<file path="config.mk">
export PLATFORM = sky130hd
export DESIGN_NAME = video_speed_ctrl
export DESIGN_NICKNAME = d
export VERILOG_FILES = /design/src/rtl/video_speed_ctrl.sv
export SDC_FILE = /design/constraint.sdc
export NUM_CORES = 1
export LEC_CHECK = 0
export ABC_AREA = 1
export CAP_MARGIN = 30
export CORE_MARGIN = 3
export CORE_UTILIZATION = 35
export CTS_CLUSTER_SIZE = 30
export DETAILED_ROUTE_END_ITERATION = 8
export PLACE_DENSITY = 0.66
export SYNTH_ARGS = -nofsm -noshare
export SYNTH_HDL_FRONTEND = slang
export SYNTH_SLANG_ARGS = --single-unit
</file>
<file path="constraint.sdc">
create_clock -name clk -period 1.2 [get_ports clk]
set_input_delay 0.24 -clock clk [delete_from_list [all_inputs] [get_ports clk]]
set_output_delay 0.24 -clock clk [all_outputs]
set_load 0.02 [all_outputs]
</file>
<file path="src/rtl/video_speed_ctrl.sv">
// Video-mode / CPU-speed control register with debounced hotkeys and a
// req/ack speed-change handshake toward the clock generator.
module video_speed_ctrl #(
  parameter logic [7:0]  REG_ADDR    = 8'h0B,
  parameter logic [15:0] PORT_ADDR   = 16'h8E3B,
  parameter logic [7:0]  INIT_VALUE  = 8'h00,
  parameter int          NUM_FREQ    = 8,
  parameter logic [3:0]  BOOST_SPEED = 4'd3,
  parameter int          DEBOUNCE    = 16,
  parameter bit          HAS_VGA     = 1'b1
) (
  input  logic        clk,
  input  logic        rst,
  input  logic [15:0] a,
  input  logic        iorq_n,
  input  logic        rd_n,
  input  logic        wr_n,
  input  logic [7:0]  zxuno_addr,
  input  logic        zxuno_regrd,
  input  logic        zxuno_regwr,
  input  logic [7:0]  din,
  output logic [7:0]  dout,
  output logic        oe,
  input  logic        kbd_change_video,
  input  logic        kbd_cycle_freq,
  input  logic        kbd_turbo_boost,
  input  logic        turbo_boost_allowed,
  output logic        vga_enable,
  output logic        scanlines_enable,
  output logic        csync_option,
  output logic [2:0]  freq_option,
  output logic        speed_req,
  output logic [3:0]  speed_next,
  input  logic        speed_ack,
  output logic [3:0]  cpu_speed
);

  typedef enum logic {S_IDLE, S_WAIT} state_t;

  localparam int          CW        = (DEBOUNCE > 1) ? $clog2(DEBOUNCE) : 1;
  localparam logic [CW-1:0] DB_LAST = CW'(DEBOUNCE - 1);
  localparam logic [2:0]  FREQ_LAST = 3'(NUM_FREQ - 1);
  localparam logic [3:0]  INIT_SPD  = {2'b00, INIT_VALUE[7:6]};

  // Hotkey index: 0 = change video, 1 = cycle freq, 2 = turbo boost
  logic [2:0]    key_raw;
  logic [2:0]    key_event;
  logic          stable_q [3];
  logic [CW-1:0] cnt_q    [3];

  assign key_raw = {kbd_turbo_boost, kbd_cycle_freq, kbd_change_video};

  genvar gi;
  generate
    for (gi = 0; gi < 3; gi++) begin : g_debounce
      always_ff @(posedge clk) begin
        if (rst) begin
          stable_q[gi] <= 1'b0;
          cnt_q[gi]    <= '0;
        end else if (key_raw[gi] == stable_q[gi]) begin
          cnt_q[gi] <= '0;
        end else if (cnt_q[gi] == DB_LAST) begin
          stable_q[gi] <= key_raw[gi];
          cnt_q[gi]    <= '0;
        end else begin
          cnt_q[gi] <= cnt_q[gi] + 1'b1;
        end
      end
      // Pulse in the same cycle the stable level is about to rise
      assign key_event[gi] = key_raw[gi] & ~stable_q[gi] & (cnt_q[gi] == DB_LAST);
    end
  endgenerate

  logic [7:0] ctl_q, ctl_d;
  logic [3:0] target_q, target_d;
  logic       boost_q, boost_d;
  logic       zx_wr, port_wr, zx_rd, port_rd;

  assign zx_wr   = zxuno_regwr && (zxuno_addr == REG_ADDR);
  assign port_wr = !iorq_n && !wr_n && (a == PORT_ADDR) && (din[7:4] == 4'h0);
  assign zx_rd   = zxuno_regrd && (zxuno_addr == REG_ADDR);
  assign port_rd = !iorq_n && !rd_n && (a == PORT_ADDR);

  always_comb begin
    ctl_d    = ctl_q;
    target_d = target_q;
    if (zx_wr) begin
      ctl_d    = din;
      target_d = {2'b00, din[7:6]};
    end else if (port_wr) begin
      ctl_d[7:6] = din[1:0];
      target_d   = din[3:0];
    end else if (key_event[0]) begin
      ctl_d[0]   = ~ctl_q[0];
      ctl_d[4:2] = ctl_q[0] ? 3'b000 : 3'b111;
    end else if (key_event[1]) begin
      ctl_d[4:2] = (ctl_q[4:2] >= FREQ_LAST) ? 3'b000 : ctl_q[4:2] + 3'd1;
    end
  end

  assign boost_d = turbo_boost_allowed ? stable_q[2] : boost_q;

  always_ff @(posedge clk) begin
    if (rst) begin
      ctl_q    <= INIT_VALUE;
      target_q <= INIT_SPD;
      boost_q  <= 1'b0;
    end else begin
      ctl_q    <= ctl_d;
      target_q <= target_d;
      boost_q  <= boost_d;
    end
  end

  // Speed handshake: the requested code is frozen until the clock generator acks
  state_t     state_q, state_d;
  logic       req_q, req_d;
  logic [3:0] next_q, next_d;
  logic [3:0] cpu_q, cpu_d;
  logic [3:0] eff;

  assign eff = boost_q ? BOOST_SPEED : target_q;

  always_comb begin
    state_d = state_q;
    req_d   = req_q;
    next_d  = next_q;
    cpu_d   = cpu_q;
    case (state_q)
      S_IDLE: begin
        if (eff != cpu_q) begin
          next_d  = eff;
          req_d   = 1'b1;
          state_d = S_WAIT;
        end
      end
      S_WAIT: begin
        if (speed_ack) begin
          cpu_d   = next_q;
          req_d   = 1'b0;
          state_d = S_IDLE;
        end
      end
      default: begin
        req_d   = 1'b0;
        state_d = S_IDLE;
      end
    endcase
  end

  always_ff @(posedge clk) begin
    if (rst) begin
      state_q <= S_IDLE;
      req_q   <= 1'b0;
      next_q  <= INIT_SPD;
      cpu_q   <= INIT_SPD;
    end else begin
      state_q <= state_d;
      req_q   <= req_d;
      next_q  <= next_d;
      cpu_q   <= cpu_d;
    end
  end

  // Read mux; the ZXUNO register takes precedence over the I/O port
  always_comb begin
    oe   = 1'b0;
    dout = 8'hFF;
    if (zx_rd) begin
      oe   = 1'b1;
      dout = boost_q ? {2'b11, ctl_q[5:0]} : ctl_q;
    end else if (port_rd) begin
      oe   = 1'b1;
      dout = boost_q ? {4'h0, BOOST_SPEED} : {4'h0, target_q};
    end
  end

  assign vga_enable       = HAS_VGA ? ctl_q[0] : 1'b0;
  assign scanlines_enable = HAS_VGA ? ctl_q[1] : 1'b0;
  assign freq_option      = ctl_q[4:2];
  assign csync_option     = ctl_q[5];
  assign speed_req        = req_q;
  assign speed_next       = next_q;
  assign cpu_speed        = cpu_q;

endmodule
</file>
# [Word level (Yosys, flattened, before mapping)]
# Memory sizes are Yosys's and may differ from the RTL's.
# Index checks and enable logic that the tools add are counted.
# W data, S select, Z words.
[word_totals] in_bits=44 out_inout_bits=24 ff_bits=23 mem_bits_ro=0 memories=2 latchBits=0 ramBits=15
[mem_list] name="cnt_q" words=3 word_bits=4 read_ports=3 rd_clocked_by_memory_dff=0 wr=3 line="49" text="logic [CW-1:0] cnt_q [3];"
[mem_list] name="stable_q" words=3 word_bits=1 read_ports=3 rd_clocked_by_memory_dff=0 wr=3 line="48" text="logic stable_q [3];"
[classes] n_mul=0 n_mux=73 shifts=0 div=0 n_addsub=4 bitwise_logic=20 n_eq_ne=12 magnitude_cmp=1 n_reduce_logical=20
[op_table] cell="$mux W1" n=47
[op_table] cell="$mux W4" n=11
[op_table] cell="$mux W8" n=3
[op_table] cell="$mux W3" n=6
[op_table] cell="$eq A16 B16 Y1 const B" n=1
[op_table] cell="$add A4 B1 Y4 const B" n=3
[op_table] cell="$eq A4 B4 Y1 const B" n=3
[op_table] cell="$or A1 B1 Y1" n=12
[op_table] cell="$reduce_and A2 Y1" n=5
[op_table] cell="$eq A8 B4 Y1 const B" n=1
[op_table] cell="$mux W2" n=4
[op_table] cell="$logic_and A1 B1 Y1" n=7
[op_table] cell="$ne A2 B2 Y1 const B" n=3
[op_table] cell="$and A1 B1 Y1" n=4
[op_table] cell="$logic_not A4 Y1" n=1
[op_table] cell="$ne A4 B4 Y1" n=1
[op_table] cell="$not A1 Y1" n=4
[op_table] cell="$pmux W1 S2" n=2
[op_table] cell="$reduce_bool A2 Y1" n=2
[op_table] cell="$add A3 B1 Y3 const B" n=1
[op_table] cell="$eq A1 B1 Y1" n=3
[op_table] cell="$ge A3 B3 Y1 const B" n=1
[op_table] cell="$logic_not A1 Y1" n=3
[op_table] cell="$reduce_bool A3 Y1" n=1
[op_table] cell="$reduce_or A2 Y1" n=1

# [Logic depth before layout (Yosys ltp)]
# Gate-level depths: netlist of run 1.
# An unclocked memory read counts as a cell.
[logic_depth] ltp_word=8 depth_mapped=10 mapped_depth_nobuf=10

# [Worst setup path before layout of run 1]
# OpenSTA, ideal clock, no wires.
[synth_path] kind="input-to-output" from="input zxuno_addr[2]" to="output dout[6]" t_arrival_ps=1286 path_stages=6 required_ps=960 n_path_buf=1 setup_slack_ps=-326 cell_sequence="inv_1 nand2_1 nor2_1 nand3_1 clkbuf_1 o21ai_0"
[synth_via] elab_chain_cells=3
[synth_lines] element="start, declared" line="18" text="input logic [7:0] zxuno_addr,"
[synth_lines] element="$eq A8 B4 Y1" line="81" text="assign zx_rd = zxuno_regrd && (zxuno_addr == REG_ADDR);"
[synth_lines] element="$logic_and A1 B1 Y1" line="81"
[synth_lines] element="$mux W8" line="169" text="if (zx_rd) begin"
[synth_lines] element="end, declared" line="22" text="output logic [7:0] dout,"
# Every way passes these cells.

# [Worst setup path after layout of run 1]
[layout_path] from="input zxuno_addr[7]" to="output dout[1]"
# Same word-level chain as after synthesis.

==> flow_metrics.tcl, run 1 <==
set metrics [dict create \
    outcome "finished with violations" \
    failing_checks "setup timing" \
    dp_cells 466 \
    place_hpwl_mm 4.28 \
    synthesis.instances 286 \
    cts.path.max_buffers 2 \
    maxCapViolCount 0 \
    dominantRegCellSynth "sky130_fd_sc_hd__dfxtp_1" \
    starting_density_of_the_core_pct 36.4 \
    timing.rr.start "ctl_q[2]" \
    hold_viol_final 0 \
    critical_path.startpoint "zxuno_addr[7]" \
    synth.yosys.seq_area_share_pct 42.9 \
    tritoncts_clock_tree "done" \
    timing.critical_path.slowest_stage_cell "sky130_fd_sc_hd__buf_6" \
    detailedPlace.worstSlack_ps -1100 \
    io_pins 68 \
    layoutNonFillerInstCount 497 \
    netlist-cell-type-count 30 \
    worst_path_most_repeated_cell "sky130_fd_sc_hd__buf_6" \
    grt_pass1_wl_mm 9.27 \
    crit_path_end_kind "output pin" \
    worstPathCellList "buf_6 > nor2_4 > and2_4 > nand3_4 > buf_6 > o21ai_4 > nand2_2 > buf_6" \
    wp_buf_inv 3 \
    setup_repair_after_global_routing_missed_its_margin "yes" \
    fin_hold_ws_ps 337 \
    cts.sinks 36 \
    route.detailed.drc 0 \
    r2r_slack_ps -200 \
    finalPower_mw 3.35 \
    drt-vias-per-instance 4.57 \
    num_vias 2270 \
    placed_cell_area_um2 3180 \
    timing.final.crit_period_ps 1440 \
    drive_above_1_share_pct 48.7 \
    worstSetupPathType "in2out" \
    coreArea_um2 5570 \
    timing.critical_path.from_type "primary input" \
    wirelength_mm 5.94 \
    global_route.usage.total_pct 17.7 \
    globalplace.congestion 0.795 \
    die_w_um 82.1 \
    path_delay_family "simple AND/OR/NAND/NOR gates" \
    tns_ps -3210 \
    cts-root-buf "sky130_fd_sc_hd__clkbuf_8" \
    grt_start_max_net_pins 12 \
    layout.filler_cells 490 \
    grt_pass1_vias 2126 \
    drtAntennaViolNets 0 \
    layout_net_count 475 \
    worst_hold_path_type "in2reg" \
    slew_violations 0 \
    holdBufCountCts 0 \
    post_synth_main_area_contributors "sky130_fd_sc_hd__edfxtp_1 (22%), sky130_fd_sc_hd__dfxtp_1 (21%), sky130_fd_sc_hd__nand2_1 (14%)" \
    cell_area_after_synthesis_um2 2030 \
    power.density_nw_per_um2 901 \
    most-common-layout-cells "sky130_fd_sc_hd__nand2_1 (55), sky130_fd_sc_hd__buf_4 (49), sky130_fd_sc_hd__nor2_1 (41)" \
    max_clock_freq_ghz 0.693 \
    postSynthRegisterBits 36 \
    synth_warnings 0 \
    worst_skew_pair.late_latency_ps 290 \
    irDropWorstVdd_v 0.000950 \
    synth_area_per_inst_um2 7.09 \
    global_route.overflow_total 0 \
    share_of_the_core_filled_with_cells_in_the_final_layout_pct 66.6 \
    die_height_um 82.1 \
    layout-area-overhead-vs-synth_pct 83.0 \
    routedWlPerCell_um 11.9 \
    leakagePower_nw 1.74 \
    drtIter0Drc 95 \
    port_buffers 67 \
    synth-edff-count 15 \
    antenna_cells_inserted 0 \
    clock-skew-final_ps 3.14 \
    cp.arrival_ps 1200 \
    critical-path-max-stage-delay_ps 170 \
    htreeDepth 2 \
    num_rows 27 \
    timing.final.setup_violations 20 \
    synth-async-reset-ratio_pct 0 \
    cp.required_ps 960 \
    hp-start "din[5]" \
    floorplan.die_area_um2 6740 \
    layout.cells.most_common "sky130_fd_sc_hd__nand2_1" \
    worst_setup_hold_path_clk_slew_ps 80 \
    cts_inserted_buffers 5 \
    finalWorstSetupSlack_ps -244 \
    postLayoutCellArea_um2 3710 \
    synth.largest_area_cell "sky130_fd_sc_hd__edfxtp_1" \
    synth.top_cell.area_share_pct 22.2 \
    drtPass1Iterations 4 \
    tcrit_tclk_final_pct 120 \
    antenna_found_initial 0 \
    critPathMaxFanout 8 \
]
==> layer usage <==
metal | vias up | GRT usage, % | share of wire [%] | routed length (µm)
li1 | 1175 | - | - | -
met1 | 1020 | 20.7 | 41 | 2460
met2 | 68 | 31.5 | 49 | 2910
met3 | 7 | 4.56 | 8.4 | 499
met4 | 0 | 5.65 | 1.1 | 63
met5 | - | 0 | 0 | 0
==> flip-flops by register name, indices dropped and copies added (netlist names) <==
name and cells:
speed_next 4, speed_req 1, cpu_speed 4, ctl_q 6, target_q 4, stable_q 3, cnt_q 12, boost_q 1
state_q 1
==> layout make-up <==
class	instances	area, µm²	share of cell area (%)
clock buffer	7	86.3	2.33
clock inverter	1	6.26	0.169
inverter	36	143	3.84
multi-input combinational	218	1470	39.5
sequential	36	878	23.7
tap	72	90.1	2.43
timing repair buffer	127	1040	28.0
==> report_power, final <==
group	total (mW)	internal, mW	switching, mW
Clock	0.921	0.469	0.452
Combinational	0.969	0.449	0.519
Sequential	1.46	1.39	0.0700
==> Yosys cell counts (2+ instances only) <==
cell type,instances
sky130_fd_sc_hd__a21oi_1,14
sky130_fd_sc_hd__dfxtp_1,21
sky130_fd_sc_hd__buf_4,3
sky130_fd_sc_hd__ha_1,7
sky130_fd_sc_hd__o21a_1,2
sky130_fd_sc_hd__buf_2,2
sky130_fd_sc_hd__xnor2_1,4
sky130_fd_sc_hd__o21ai_0,17
sky130_fd_sc_hd__nor2_1,52
sky130_fd_sc_hd__nor3_1,2
sky130_fd_sc_hd__nand2_1,74
sky130_fd_sc_hd__nand3_1,17
sky130_fd_sc_hd__clkbuf_1,2
sky130_fd_sc_hd__nor2_2,3
sky130_fd_sc_hd__inv_2,2
sky130_fd_sc_hd__nand2_2,2
sky130_fd_sc_hd__inv_1,33
sky130_fd_sc_hd__xor2_1,2
sky130_fd_sc_hd__edfxtp_1,15
sky130_fd_sc_hd__a31oi_1,2
==> what timing repair did <==
action / 4_1_cts / 5_1_grt
endpoints found under the setup margin: 50 / 48
gates cloned: 0 / 0
hold endpoints to repair: 0 / 0
buffers inserted: 26 / 12
pin swaps: 50 / 49
gates resized for setup: 236 / 72
==> logic make-up after synthesis <==
group	count (synthesis)	share of synthesized area, %
buffers and inverters	43	8.64
adders and majority gates	7	4.32
AOI/OAI and AO/OA	38	9.99
and+or+nand+nor	155	31.3
xor gates and xnor gates	6	2.59
DFF	36	42.9
other	1	0.185
==> final timing paths <==
kind | endpoint | depth (start not counted)
worst max-delay path | dout[1] | 8
worst min-delay path | ctl_q[5] | 3
worst max register to register | ctl_q[4] | 9
worst min register to register | speed_req | 2
==> tightest hold or removal path: stages <==
cell and delay [ps]:
sky130_fd_sc_hd__dlymetal6s2s_1 160, sky130_fd_sc_hd__o21ai_1 100, sky130_fd_sc_hd__a21oi_1 100
Note: power is estimated with default switching activity, not from simulation.
==> run 2, diff against run 1 <==
--- a/config.mk
+++ b/config.mk
@@ -7,7 +7,6 @@
 export LEC_CHECK = 0
 export ABC_AREA = 1
 export CAP_MARGIN = 30
-export CORE_MARGIN = 3
 export CORE_UTILIZATION = 35
 export CTS_CLUSTER_SIZE = 30
 export DETAILED_ROUTE_END_ITERATION = 8
==> flow_metrics.tcl, run 2 (synthesized netlist as in run 1, its figures left out) <==
set metrics [dict create \
    max_clock_freq_ghz 0.676 \
    antenna_found_initial 0 \
    num_vias 2284 \
    drtIter0Drc 103 \
    fin_hold_ws_ps 324 \
    coreArea_um2 5540 \
    largest_register_ffs 12 \
    timing.final.setup_violations 18 \
    critical-path-max-stage-delay_ps 170 \
    worstSetupPathType "in2out" \
    globalplace.congestion 0.757 \
    tritoncts_clock_tree "done" \
    hp-start "din[4]" \
    drtAntennaViolNets 0 \
    worst_skew_pair.late_latency_ps 290 \
    global_route.overflow_total 0 \
    drtPass1Iterations 4 \
    cp.arrival_ps 1240 \
    path_delay_family "buffers and inverters" \
    die_w_um 78.1 \
    critical_path.startpoint "zxuno_addr[5]" \
    layout_net_count 475 \
    drive_above_1_share_pct 50.4 \
    wirelength_mm 5.94 \
    cts.sinks 36 \
    holdBufCountCts 0 \
    drt-vias-per-instance 4.60 \
    outcome "finished with violations" \
    cts-root-buf "sky130_fd_sc_hd__clkbuf_8" \
    starting_density_of_the_core_pct 36.6 \
    finalWorstSetupSlack_ps -278 \
    routedWlPerCell_um 12.0 \
    maxCapViolCount 0 \
    setup_repair_after_global_routing_missed_its_margin "yes" \
    grt_pass1_wl_mm 9.40 \
    wp_buf_inv 4 \
    hold_viol_final 0 \
    timing.rr.start "ctl_q[3]" \
    timing.critical_path.from_type "primary input" \
    cts_inserted_buffers 5 \
    tcrit_tclk_final_pct 123 \
    layoutNonFillerInstCount 497 \
    critPathMaxFanout 5 \
    die_height_um 78.1 \
    clock-skew-final_ps 6.98 \
    num_rows 27 \
    worst_hold_path_type "in2reg" \
    worstPathCellList "buf_6 > nor2_4 > and2_4 > buf_12 > nand3_4 > buf_4 > o21ai_2 > o21ai_2 > buf_6" \
    leakagePower_nw 1.78 \
    route.detailed.drc 0 \
    failing_checks "setup timing" \
    power.density_nw_per_um2 881 \
    io_pins 68 \
    tns_ps -3260 \
    grt_pass1_vias 2144 \
    layout.cells.most_common "sky130_fd_sc_hd__nand2_1" \
    registers.top_by_ff_count "cnt_q" \
    timing.final.crit_period_ps 1480 \
    place_hpwl_mm 4.20 \
    layout-area-overhead-vs-synth_pct 89.1 \
    worst_setup_hold_path_clk_slew_ps 70 \
    global_route.usage.total_pct 19.4 \
    share_of_the_core_filled_with_cells_in_the_final_layout_pct 69.2 \
    grt_start_max_net_pins 12 \
    cts.path.max_buffers 2 \
    timing.critical_path.slowest_stage_cell "sky130_fd_sc_hd__and2_4" \
    cp.required_ps 960 \
    biggestRegsByFlops "cnt_q: 12 flops, ctl_q: 6 flops" \
    antenna_cells_inserted 0 \
    crit_path_end_kind "output pin" \
    port_buffers 67 \
    dp_cells 466 \
    most-common-layout-cells "sky130_fd_sc_hd__nand2_1 (56), sky130_fd_sc_hd__buf_4 (44), sky130_fd_sc_hd__nor2_1 (34)" \
    htreeDepth 2 \
    floorplan.die_area_um2 6100 \
    slew_violations 0 \
    irDropWorstVdd_v 0.000787 \
]
-- run 2: per-stage QoR --
step / area [µm²] / setup WS, ps / power, mW
finish: 3830 / -278 / 3.38
global route: 3830 / -327 / 3.57
CTS: 3600 / -278 / 3.34
detailed placement: 3180 / -1070 / 2.35
global placement: 3180 / -1050 / 2.34
floorplan: 2200 / -41.4 / 1.91
-- run 2: where the power goes --
group	total, mW	internal, mW	switching, mW
clock network	0.904	0.458	0.445
registers	1.46	1.39	0.0707
logic	1.02	0.471	0.547
total	3.38	2.32	1.06
-- run 2: layer usage --
layer  GRT usage [%]  share of wire, %  up-vias
met1            23.2                41     1028
met2            34.4                51       73
met3            5.35               7.3        4
met5               0                 0        -
met4            4.44              0.42        0
li1                -                 -     1179
-- run 2: final timing paths --
kind / to / slack (ps) / cells past startpoint
setup / recovery: dout[3] / -280 / 9
hold / removal: ctl_q[4] / 320 / 5
setup reg to reg: ctl_q[4] / -160 / 9
hold reg to reg: speed_req / 460 / 2
-- run 2: repair_timing --
| item | in CTS | in global routing |
|---|---|---|
| pin swaps | 54 | 52 |
| setup endpoints to repair | 55 | 51 |
| resized for setup | 252 | 68 |
| setup buffers | 14 | 11 |
| cloned | 1 | 0 |
-- run 2: layout make-up --
type | count | area [µm²]
clock inverters | 2 | 10.0
multi-input cells | 219 | 1550
flip-flops and latches | 36 | 878
fillers | 449 | 1710
well taps | 72 | 90.1
clock buffers | 6 | 82.6
repair buffers | 126 | 1080
inverters | 36 | 143
-- run 2: worst min-delay path, stage by stage --
cell and delay [ps]:
sky130_fd_sc_hd__dlymetal6s2s_1 110, sky130_fd_sc_hd__nand2_1 60, sky130_fd_sc_hd__nand2_1 60, sky130_fd_sc_hd__nor2_1 40, sky130_fd_sc_hd__nor2_1 70
